File: config.mk
export PLATFORM = sky130hd
export DESIGN_NAME = capture_window
export DESIGN_NICKNAME = d
export VERILOG_FILES = /design/src/rtl/cap_pkg.sv /design/src/rtl/skid_buf.sv /design/src/rtl/capture_window.sv
export SDC_FILE = /design/constraint.sdc
export NUM_CORES = 1
export LEC_CHECK = 0
export BUFFER_PORTS_ARGS = -buffer_cell sky130_fd_sc_hd__buf_2
export CAP_MARGIN = 20
export CORE_MARGIN = 2
export CORE_UTILIZATION = 35
export DETAILED_ROUTE_END_ITERATION = 10
export PLACE_DENSITY = 0.58
export SLEW_MARGIN = 30
export SYNTH_ARGS = -nofsm -noshare
export SYNTH_HDL_FRONTEND = slang
export SYNTH_SLANG_ARGS = --single-unit
File: constraint.sdc
create_clock -name i_pclk -period 6 [get_ports i_pclk]
set_clock_uncertainty 0.15 [all_clocks]
set_input_delay 0.3 -clock i_pclk [delete_from_list [all_inputs] [get_ports i_pclk]]
set_output_delay 0.3 -clock i_pclk [all_outputs]
set_load 0.05 [all_outputs]
File: src/rtl/cap_pkg.sv
// Shared types and helpers for the camera capture window engine.
package cap_pkg;

  typedef enum logic [1:0] {
    IDLE,
    WAIT_SOF,
    ACTIVE,
    DROP
  } state_t;

  localparam logic MODE_2B   = 1'b0;
  localparam logic MODE_RAW8 = 1'b1;

  // Decimation step D from the 2-bit select; 3 folds onto /4.
  function automatic logic [2:0] decim_d(input logic [1:0] dec);
    case (dec)
      2'd0:    return 3'd1;
      2'd1:    return 3'd2;
      default: return 3'd4;
    endcase
  endfunction

endpackage

File: src/rtl/skid_buf.sv
// Two-entry valid/ready buffer with registered output; 1 cycle in-to-out.
// Accepts a push while full only if a pop happens in the same cycle.
module skid_buf #(
  parameter int W = 19
) (
  input  logic         i_clk,
  input  logic         i_rst,
  input  logic         i_vld,
  input  logic [W-1:0] i_dat,
  output logic         o_rdy,
  output logic         o_vld,
  output logic [W-1:0] o_dat,
  input  logic         i_rdy
);

  logic [W-1:0] r_mem [2];
  logic         r_rd_ptr;
  logic         r_wr_ptr;
  logic [1:0]   r_cnt;
  logic         w_push;
  logic         w_pop;

  assign o_vld  = (r_cnt != 2'd0);
  assign o_dat  = r_mem[r_rd_ptr];
  assign w_pop  = o_vld & i_rdy;
  assign o_rdy  = (r_cnt != 2'd2) | i_rdy;
  assign w_push = i_vld & o_rdy;

  always_ff @(posedge i_clk) begin
    if (i_rst) begin
      r_mem[0] <= '0;
      r_mem[1] <= '0;
      r_rd_ptr <= 1'b0;
      r_wr_ptr <= 1'b0;
      r_cnt    <= 2'd0;
    end else begin
      if (w_push) begin
        r_mem[r_wr_ptr] <= i_dat;
        r_wr_ptr        <= ~r_wr_ptr;
      end
      if (w_pop) r_rd_ptr <= ~r_rd_ptr;
      r_cnt <= r_cnt + {1'b0, w_push} - {1'b0, w_pop};
    end
  end

endmodule

File: src/rtl/capture_window.sv
// Camera pixel capture: assemble, crop, decimate and tag pixels; 2-cycle latency.
// Backpressure via a 2-entry skid buffer; a kept pixel hitting a full buffer aborts the frame.
module capture_window
  import cap_pkg::*;
#(
  parameter int DATA_W = 8,
  parameter int PIX_W  = 16,
  parameter int XW     = 11,
  parameter int YW     = 10
) (
  input  logic              i_pclk,
  input  logic              i_rst,
  input  logic              i_cfg_done,
  input  logic              i_vsync,
  input  logic              i_href,
  input  logic [DATA_W-1:0] i_data,
  input  logic              i_mode,
  input  logic [1:0]        i_decim,
  input  logic [XW-1:0]     i_x0,
  input  logic [YW-1:0]     i_y0,
  input  logic [XW-1:0]     i_w,
  input  logic [YW-1:0]     i_h,
  output logic              o_valid,
  input  logic              i_ready,
  output logic [PIX_W-1:0]  o_pix,
  output logic              o_sof,
  output logic              o_eol,
  output logic              o_eof,
  output logic              o_frame_err,
  output logic [15:0]       o_drop_cnt,
  output logic [15:0]       o_frame_cnt
);

  typedef struct packed {
    logic [PIX_W-1:0] pix;
    logic             sof;
    logic             eol;
    logic             eof;
  } beat_t;

  state_t r_state, w_next_state;
  logic              r_vs, r_vs_d, r_hr, r_hr_d;
  logic [DATA_W-1:0] r_d, r_hi;
  logic              r_phase;
  logic [XW-1:0]     r_x, r_x0, r_w;
  logic [YW-1:0]     r_y, r_y0, r_h;
  logic              r_mode;
  logic [2:0]        r_dd;
  logic              r_frame_err;
  logic [15:0]       r_drop_cnt, r_frame_cnt;

  logic w_vs_fall, w_vs_rise, w_hr_rise, w_hr_fall;
  logic w_phase, w_pix_done, w_keep, w_push, w_abort;
  logic w_skid_rdy, w_out_vld;
  logic [XW-1:0] w_x;
  logic [XW:0]   w_xe, w_x0e, w_xend, w_dx, w_xmask;
  logic [YW:0]   w_ye, w_y0e, w_yend, w_dy, w_ymask;
  logic w_in_x, w_in_y, w_dec_ok, w_last_x, w_last_y;
  beat_t w_beat, w_out;

  assign w_vs_fall = r_vs_d & ~r_vs;
  assign w_vs_rise = ~r_vs_d & r_vs;
  assign w_hr_rise = ~r_hr_d & r_hr;
  assign w_hr_fall = r_hr_d & ~r_hr;

  // The first byte of a row is seen on the href-rise cycle, before r_phase/r_x clear.
  assign w_phase    = w_hr_rise ? 1'b0 : r_phase;
  assign w_pix_done = r_hr & ((r_mode == MODE_RAW8) | w_phase);
  assign w_x        = w_hr_rise ? '0 : r_x;

  // Window tests at one extra bit so x0+w at the top of the range cannot wrap.
  assign w_xe     = {1'b0, w_x};
  assign w_x0e    = {1'b0, r_x0};
  assign w_xend   = w_x0e + {1'b0, r_w};
  assign w_dx     = w_xe - w_x0e;
  assign w_xmask  = (XW+1)'(r_dd - 3'd1);
  assign w_ye     = {1'b0, r_y};
  assign w_y0e    = {1'b0, r_y0};
  assign w_yend   = w_y0e + {1'b0, r_h};
  assign w_dy     = w_ye - w_y0e;
  assign w_ymask  = (YW+1)'(r_dd - 3'd1);
  assign w_in_x   = (w_xe >= w_x0e) && (w_xe < w_xend);
  assign w_in_y   = (w_ye >= w_y0e) && (w_ye < w_yend);
  assign w_dec_ok = ((w_dx & w_xmask) == '0) && ((w_dy & w_ymask) == '0);
  assign w_last_x = (w_dx + (XW+1)'(r_dd)) >= {1'b0, r_w};
  assign w_last_y = (w_dy + (YW+1)'(r_dd)) >= {1'b0, r_h};
  assign w_keep   = w_pix_done & w_in_x & w_in_y & w_dec_ok;

  assign w_beat.pix = (r_mode == MODE_RAW8) ? PIX_W'(r_d) : PIX_W'({r_hi, r_d});
  assign w_beat.sof = (w_dx == '0) && (w_dy == '0);
  assign w_beat.eol = w_last_x;
  assign w_beat.eof = w_last_x & w_last_y;

  always_comb begin
    w_next_state = r_state;
    w_push       = 1'b0;
    w_abort      = 1'b0;
    case (r_state)
      IDLE:     if (i_cfg_done) w_next_state = WAIT_SOF;
      WAIT_SOF: if (w_vs_fall) w_next_state = ACTIVE;
      ACTIVE: begin
        if (w_vs_rise) begin
          w_abort      = 1'b1;
          w_next_state = WAIT_SOF;
        end else if (w_keep) begin
          if (!w_skid_rdy) begin
            w_abort      = 1'b1;
            w_next_state = DROP;
          end else begin
            w_push = 1'b1;
            if (w_beat.eof) w_next_state = WAIT_SOF;
          end
        end
      end
      DROP:     if (w_vs_rise) w_next_state = WAIT_SOF;
      default:  w_next_state = IDLE;
    endcase
    if (!i_cfg_done) begin
      w_next_state = IDLE;
      w_push       = 1'b0;
      w_abort      = 1'b0;
    end
  end

  always_ff @(posedge i_pclk) begin
    if (i_rst) r_state <= IDLE;
    else       r_state <= w_next_state;
  end

  always_ff @(posedge i_pclk) begin
    if (i_rst) begin
      r_vs <= 1'b0;  r_vs_d <= 1'b0;  r_hr <= 1'b0;  r_hr_d <= 1'b0;
      r_d <= '0;  r_hi <= '0;  r_phase <= 1'b0;  r_x <= '0;  r_y <= '0;
      r_mode <= MODE_2B;  r_dd <= 3'd1;
      r_x0 <= '0;  r_y0 <= '0;  r_w <= '0;  r_h <= '0;
      r_frame_err <= 1'b0;  r_drop_cnt <= '0;  r_frame_cnt <= '0;
    end else begin
      r_vs   <= i_vsync;
      r_vs_d <= r_vs;
      r_hr   <= i_href;
      r_hr_d <= r_hr;
      r_d    <= i_data;
      if (r_hr) begin
        r_phase <= ~w_phase;
        r_x     <= w_pix_done ? w_x + XW'(1) : w_x;
        if (!w_phase) r_hi <= r_d;
      end
      if (w_vs_fall)      r_y <= '0;
      else if (w_hr_fall) r_y <= r_y + YW'(1);
      if (r_state == WAIT_SOF && w_next_state == ACTIVE) begin
        r_mode <= i_mode;  r_dd <= decim_d(i_decim);
        r_x0 <= i_x0;  r_y0 <= i_y0;  r_w <= i_w;  r_h <= i_h;
      end
      r_frame_err <= w_abort;
      if (w_abort && r_drop_cnt != 16'hFFFF) r_drop_cnt <= r_drop_cnt + 16'd1;
      if (w_out_vld && i_ready && w_out.eof) r_frame_cnt <= r_frame_cnt + 16'd1;
    end
  end

  skid_buf #(.W($bits(beat_t))) u_skid (
    .i_clk (i_pclk),
    .i_rst (i_rst),
    .i_vld (w_push),
    .i_dat (w_beat),
    .o_rdy (w_skid_rdy),
    .o_vld (w_out_vld),
    .o_dat (w_out),
    .i_rdy (i_ready)
  );

  assign o_valid     = w_out_vld;
  assign o_pix       = w_out.pix;
  assign o_sof       = w_out.sof;
  assign o_eol       = w_out.eol;
  assign o_eof       = w_out.eof;
  assign o_frame_err = r_frame_err;
  assign o_drop_cnt  = r_drop_cnt;
  assign o_frame_cnt = r_frame_cnt;

endmodule
==> results.py <==
metrics = {
    "global_route": {
        "antenna_found_initial": 0,
        "grt_use_met3_pct": 2.642,
        "grt_pass1_vias": 8504,
        "use_met1_pct": 23.89,
        "grt_busiest_layer": "met2",
        "grt_pass1_wl_um": 43430,
        "grt-ovfl-total": 0,
        "grt_use_total_pct": 17.43,
        "grt_max_degree": 68,
        "gr-usage-met2_pct": 28.22,
    },
    "final_layout": {
        "antennaDiodeCount": 0,
        "final_common_cell": "nand2_1",
        "syn2layout_area_growth_pct": 19.87,
        "nNetsFinal": 1526,
        "final_area_mm2": 0.01254,
        "mostFrequentLayoutCells": "nand2_1 (162), dfxtp_1 (128), buf_2 (110)",
        "drive_above_1_share_pct": 13.42,
    },
    "sta": {
        "setup_violations": 0,
        "max_slew_margin_pct": 40.46,
        "fin_setup_tns_ns": 0,
        "slew_viol_final": 0,
        "min_period_ns": 5.444,
        "finalCritPeriodShare_pct": 90.73,
        "hold_viol_final": 0,
        "tightestPinTransition_ns": 0.8921,
        "rsz0062_at_grt": "false",
        "clock.fmax_mhz": 183.7,
    },
    "clock_network": {
        "htreeDepth": 4,
        "insertion_delay_ns": 0.44,
        "cts_setup_buffers": 0,
        "cts_inserted_buffers": 17,
        "clkSlewWorstSetupHoldPaths_ns": 0.07,
        "clockRootBuffer": "clkbuf_16",
        "clkSinkCount": 166,
        "cts_tree": "yes",
        "clock_path_buffers": 2,
    },
    "critical_path": {
        "required_ns": 6.15,
        "cp_max_fo": 18,
        "rrSetupSlack_ns": 0.56,
        "crit_path_start": "r_hr_d$_SDFF_PP0_",
        "endpoint_kind": "register",
        "path_cells": "nand2b_1 -> nand2_1 -> ha_1 -> fa_1 -> nand2b_1 -> a211oi_1 -> a21oi_1 -> xnor2_1 -> o2111ai_1 -> nor4_2 -> xnor2_1 -> ha_1 -> a21o_1 -> a21oi_1 -> o21ai_0 -> or3b_1 -> a2111oi_0 -> nor4_1",
        "cp-start-kind": "register",
        "crit_end": "r_state[0]$_SDFF_PP0_",
        "cp.arrival_ns": 5.60,
        "max_stage_delay_ns": 0.57,
        "ff2ff_path_depth": 18,
        "worstSetupPathType": "register to register",
        "critPathTopFamily": "simple AND/OR/NAND/NOR gates",
        "cp.depth": 18,
        "cp_slowest_cell": "nand2b_1",
        "worst-path-buf-inv": 0,
        "crit-reg2reg-launch": "r_hr_d$_SDFF_PP0_",
        "rr_endpoint": "r_state[0]$_SDFF_PP0_",
    },
    "placement": {
        "place_area_mm2": 0.01139,
        "place_hpwl_um": 19850,
        "place_congestion": 0.9504,
        "placement.io_buffers": 111,
    },
    "drt": {
        "drtIter0Drc": 478,
        "routed_via_density": 5.024,
        "antenna_left": 0,
        "wl_per_cell_um": 15.11,
        "drc_errors": 0,
        "drt_wl_total_um": 26730,
        "dr.pass1.iters": 6,
        "vias": 8888,
    },
    "worst_hold_path": {
        "hold_path.class": "input pin to register",
    },
    "floorplan": {
        "die_x_um": 176.9,
        "die_h_um": 176.9,
        "dieArea_mm2": 0.03128,
        "initial_core_util_pct": 35.38,
        "row_count": 63,
        "coreArea_mm2": 0.02956,
        "io_pins": 112,
    },
    "synthesis": {
        "synth_cells": 1216,
        "async_reset_ff_share_pct": 0,
        "ys_ff_latch": 166,
        "synth-edff-count": 38,
        "synth_nets": 1376,
        "seq_area_frac_synth_pct": 35.42,
        "synth_warnings": 0,
        "synth_ff_type": "dfxtp_1",
        "yosysUniqueCellTypes": 77,
        "synth_area_mm2": 0.01046,
        "syn_avg_cell_area_um2": 8.600,
    },
    "run_status": {
        "status": "finished clean",
    },
    "pwr": {
        "vdd_drop_max_v": 0.0001854,
        "p_leak_nw": 5.176,
        "finalPower_w": 0.002577,
        "powerDensity_mw_per_mm2": 205.6,
    },
    "flow_run": {
        "max_cap_violations": 0,
    },
}
[state kept, by name, summed over array words and instances (netlist names), 11 cells and up, named ones only]
name          flops
o_drop_cnt       16
r_x0             11
o_frame_cnt      16
u_skid.r_mem     38
r_w              11
r_x              11
[final cells by class]
type                    count  area (um2)
fillers                  2972       17020
multi-input cells         933        6314
flip-flops and latches    166        3704
repair buffers            173        1161
clock buffers              21       504.2
well taps                 390       488.0
inverters                  75       281.5
clock inverters            11       83.83
[stage by stage]
stage                     cells  setup WS [ns]  hold slack [ns]  utilization [%]
after global routing       1769        0.03371          0.03507            42.41
after global placement     1682         0.6463           0.3038            38.54
after floorplan            1216         0.1282           0.2782                -
after detailed placement   1682         0.4565           0.3061            38.54
after CTS                  1769         0.4329          0.01179            42.39
final                      1769         0.5564          0.04296            42.41
[tightest hold or removal path, stage by stage]
cell      delay [ns]
buf_2           0.13
nand2b_1        0.09
nor4_1          0.06
[report_power, final]
part / leakage [nW] / internal [W] / total (W) / switching [W]
Clock: 0.284 / 0.000610 / 0.00109 / 0.000479
Sequential: 1.43 / 0.00116 / 0.00119 / 0.0000227
Combinational: 3.46 / 0.000125 / 0.000303 / 0.000177
[worst min-delay path by stage]
| stage | from | endpoint | cells past startpoint | slack, ns |
|---|---|---|---|---|
| final | i_cfg_done | r_state[0]$_SDFF_PP0_ | 3 | 0.04 |
| after global routing | i_cfg_done | r_state[0]$_SDFF_PP0_ | 3 | 0.04 |
| after CTS | i_cfg_done | r_state[0]$_SDFF_PP0_ | 3 | 0.01 |
| after detailed placement | r_hi[7]$_SDFFE_PP0P_ | r_hi[7]$_SDFFE_PP0P_ | 2 | 0.31 |
| after global placement | r_hi[7]$_SDFFE_PP0P_ | r_hi[7]$_SDFFE_PP0P_ | 2 | 0.30 |
| after floorplan | i_data[0] | r_d[0]$_SDFF_PP0_ | 1 | 0.28 |
[synth_stat cells (all sizes together) (4+ instances only)]
cell type	n	area, um2
nor3	16	80.08
o21bai	8	60.06
a211oi	13	102.6
and2	48	300.3
nand3	29	145.1
nand3b	7	52.55
inv	75	281.5
nor2b	26	165.2
a211o	4	35.03
mux2	20	225.2
dfxtp	128	2562
or2	4	25.03
a21oi	108	540.5
a21o	16	120.1
mux2i	8	92.59
xor2	45	394.1
o2111ai	5	43.79
or3	12	75.07
o31ai	8	60.06
buf	10	51.29
clkbuf	32	120.1
nor2	90	340.3
or4	9	75.07
and3	14	87.58
nand2	162	608.1
fa	6	120.1
xnor2	40	350.3
o21ai	34	170.2
nand2b	14	87.58
nand4	15	93.84
edfxtp	38	1141
ha	95	1189
nor4	12	87.58
o21a	10	75.07
a2111oi	5	68.82
nor3b	5	37.54
o211ai	8	60.06
[cells by family (layout without fill, tap and decap cells)]
kind of cell             count (synthesis)  in the layout  share of synthesized area, %
AO/OA/AOI/OAI                          241            241                         14.54
buffers and inverters                  117            280                         4.331
adder cells (fa/ha/maj)                101            101                         12.52
XOR/XNOR                                85             85                         7.119
AND/OR/NAND/NOR                        478            478                         23.04
flip-flops                             166            166                         35.42
multiplexers                            28             28                         3.039
[layer usage]
| layer | up-vias | wire, um |
|---|---|---|
| li1 | 4536 | - |
| met1 | 4127 | 13290 |
| met2 | 198 | 11900 |
| met3 | 27 | 1049 |
| met4 | 0 | 496 |
| met5 | - | 0 |
[what timing repair did]
item | in CTS | in global routing
endpoints found under the setup margin | 0 | 1
gates resized for setup | 0 | 1
hold endpoints to repair | 55 | 0
hold buffers | 55 | 0
(Power assumes the default switching activity.)
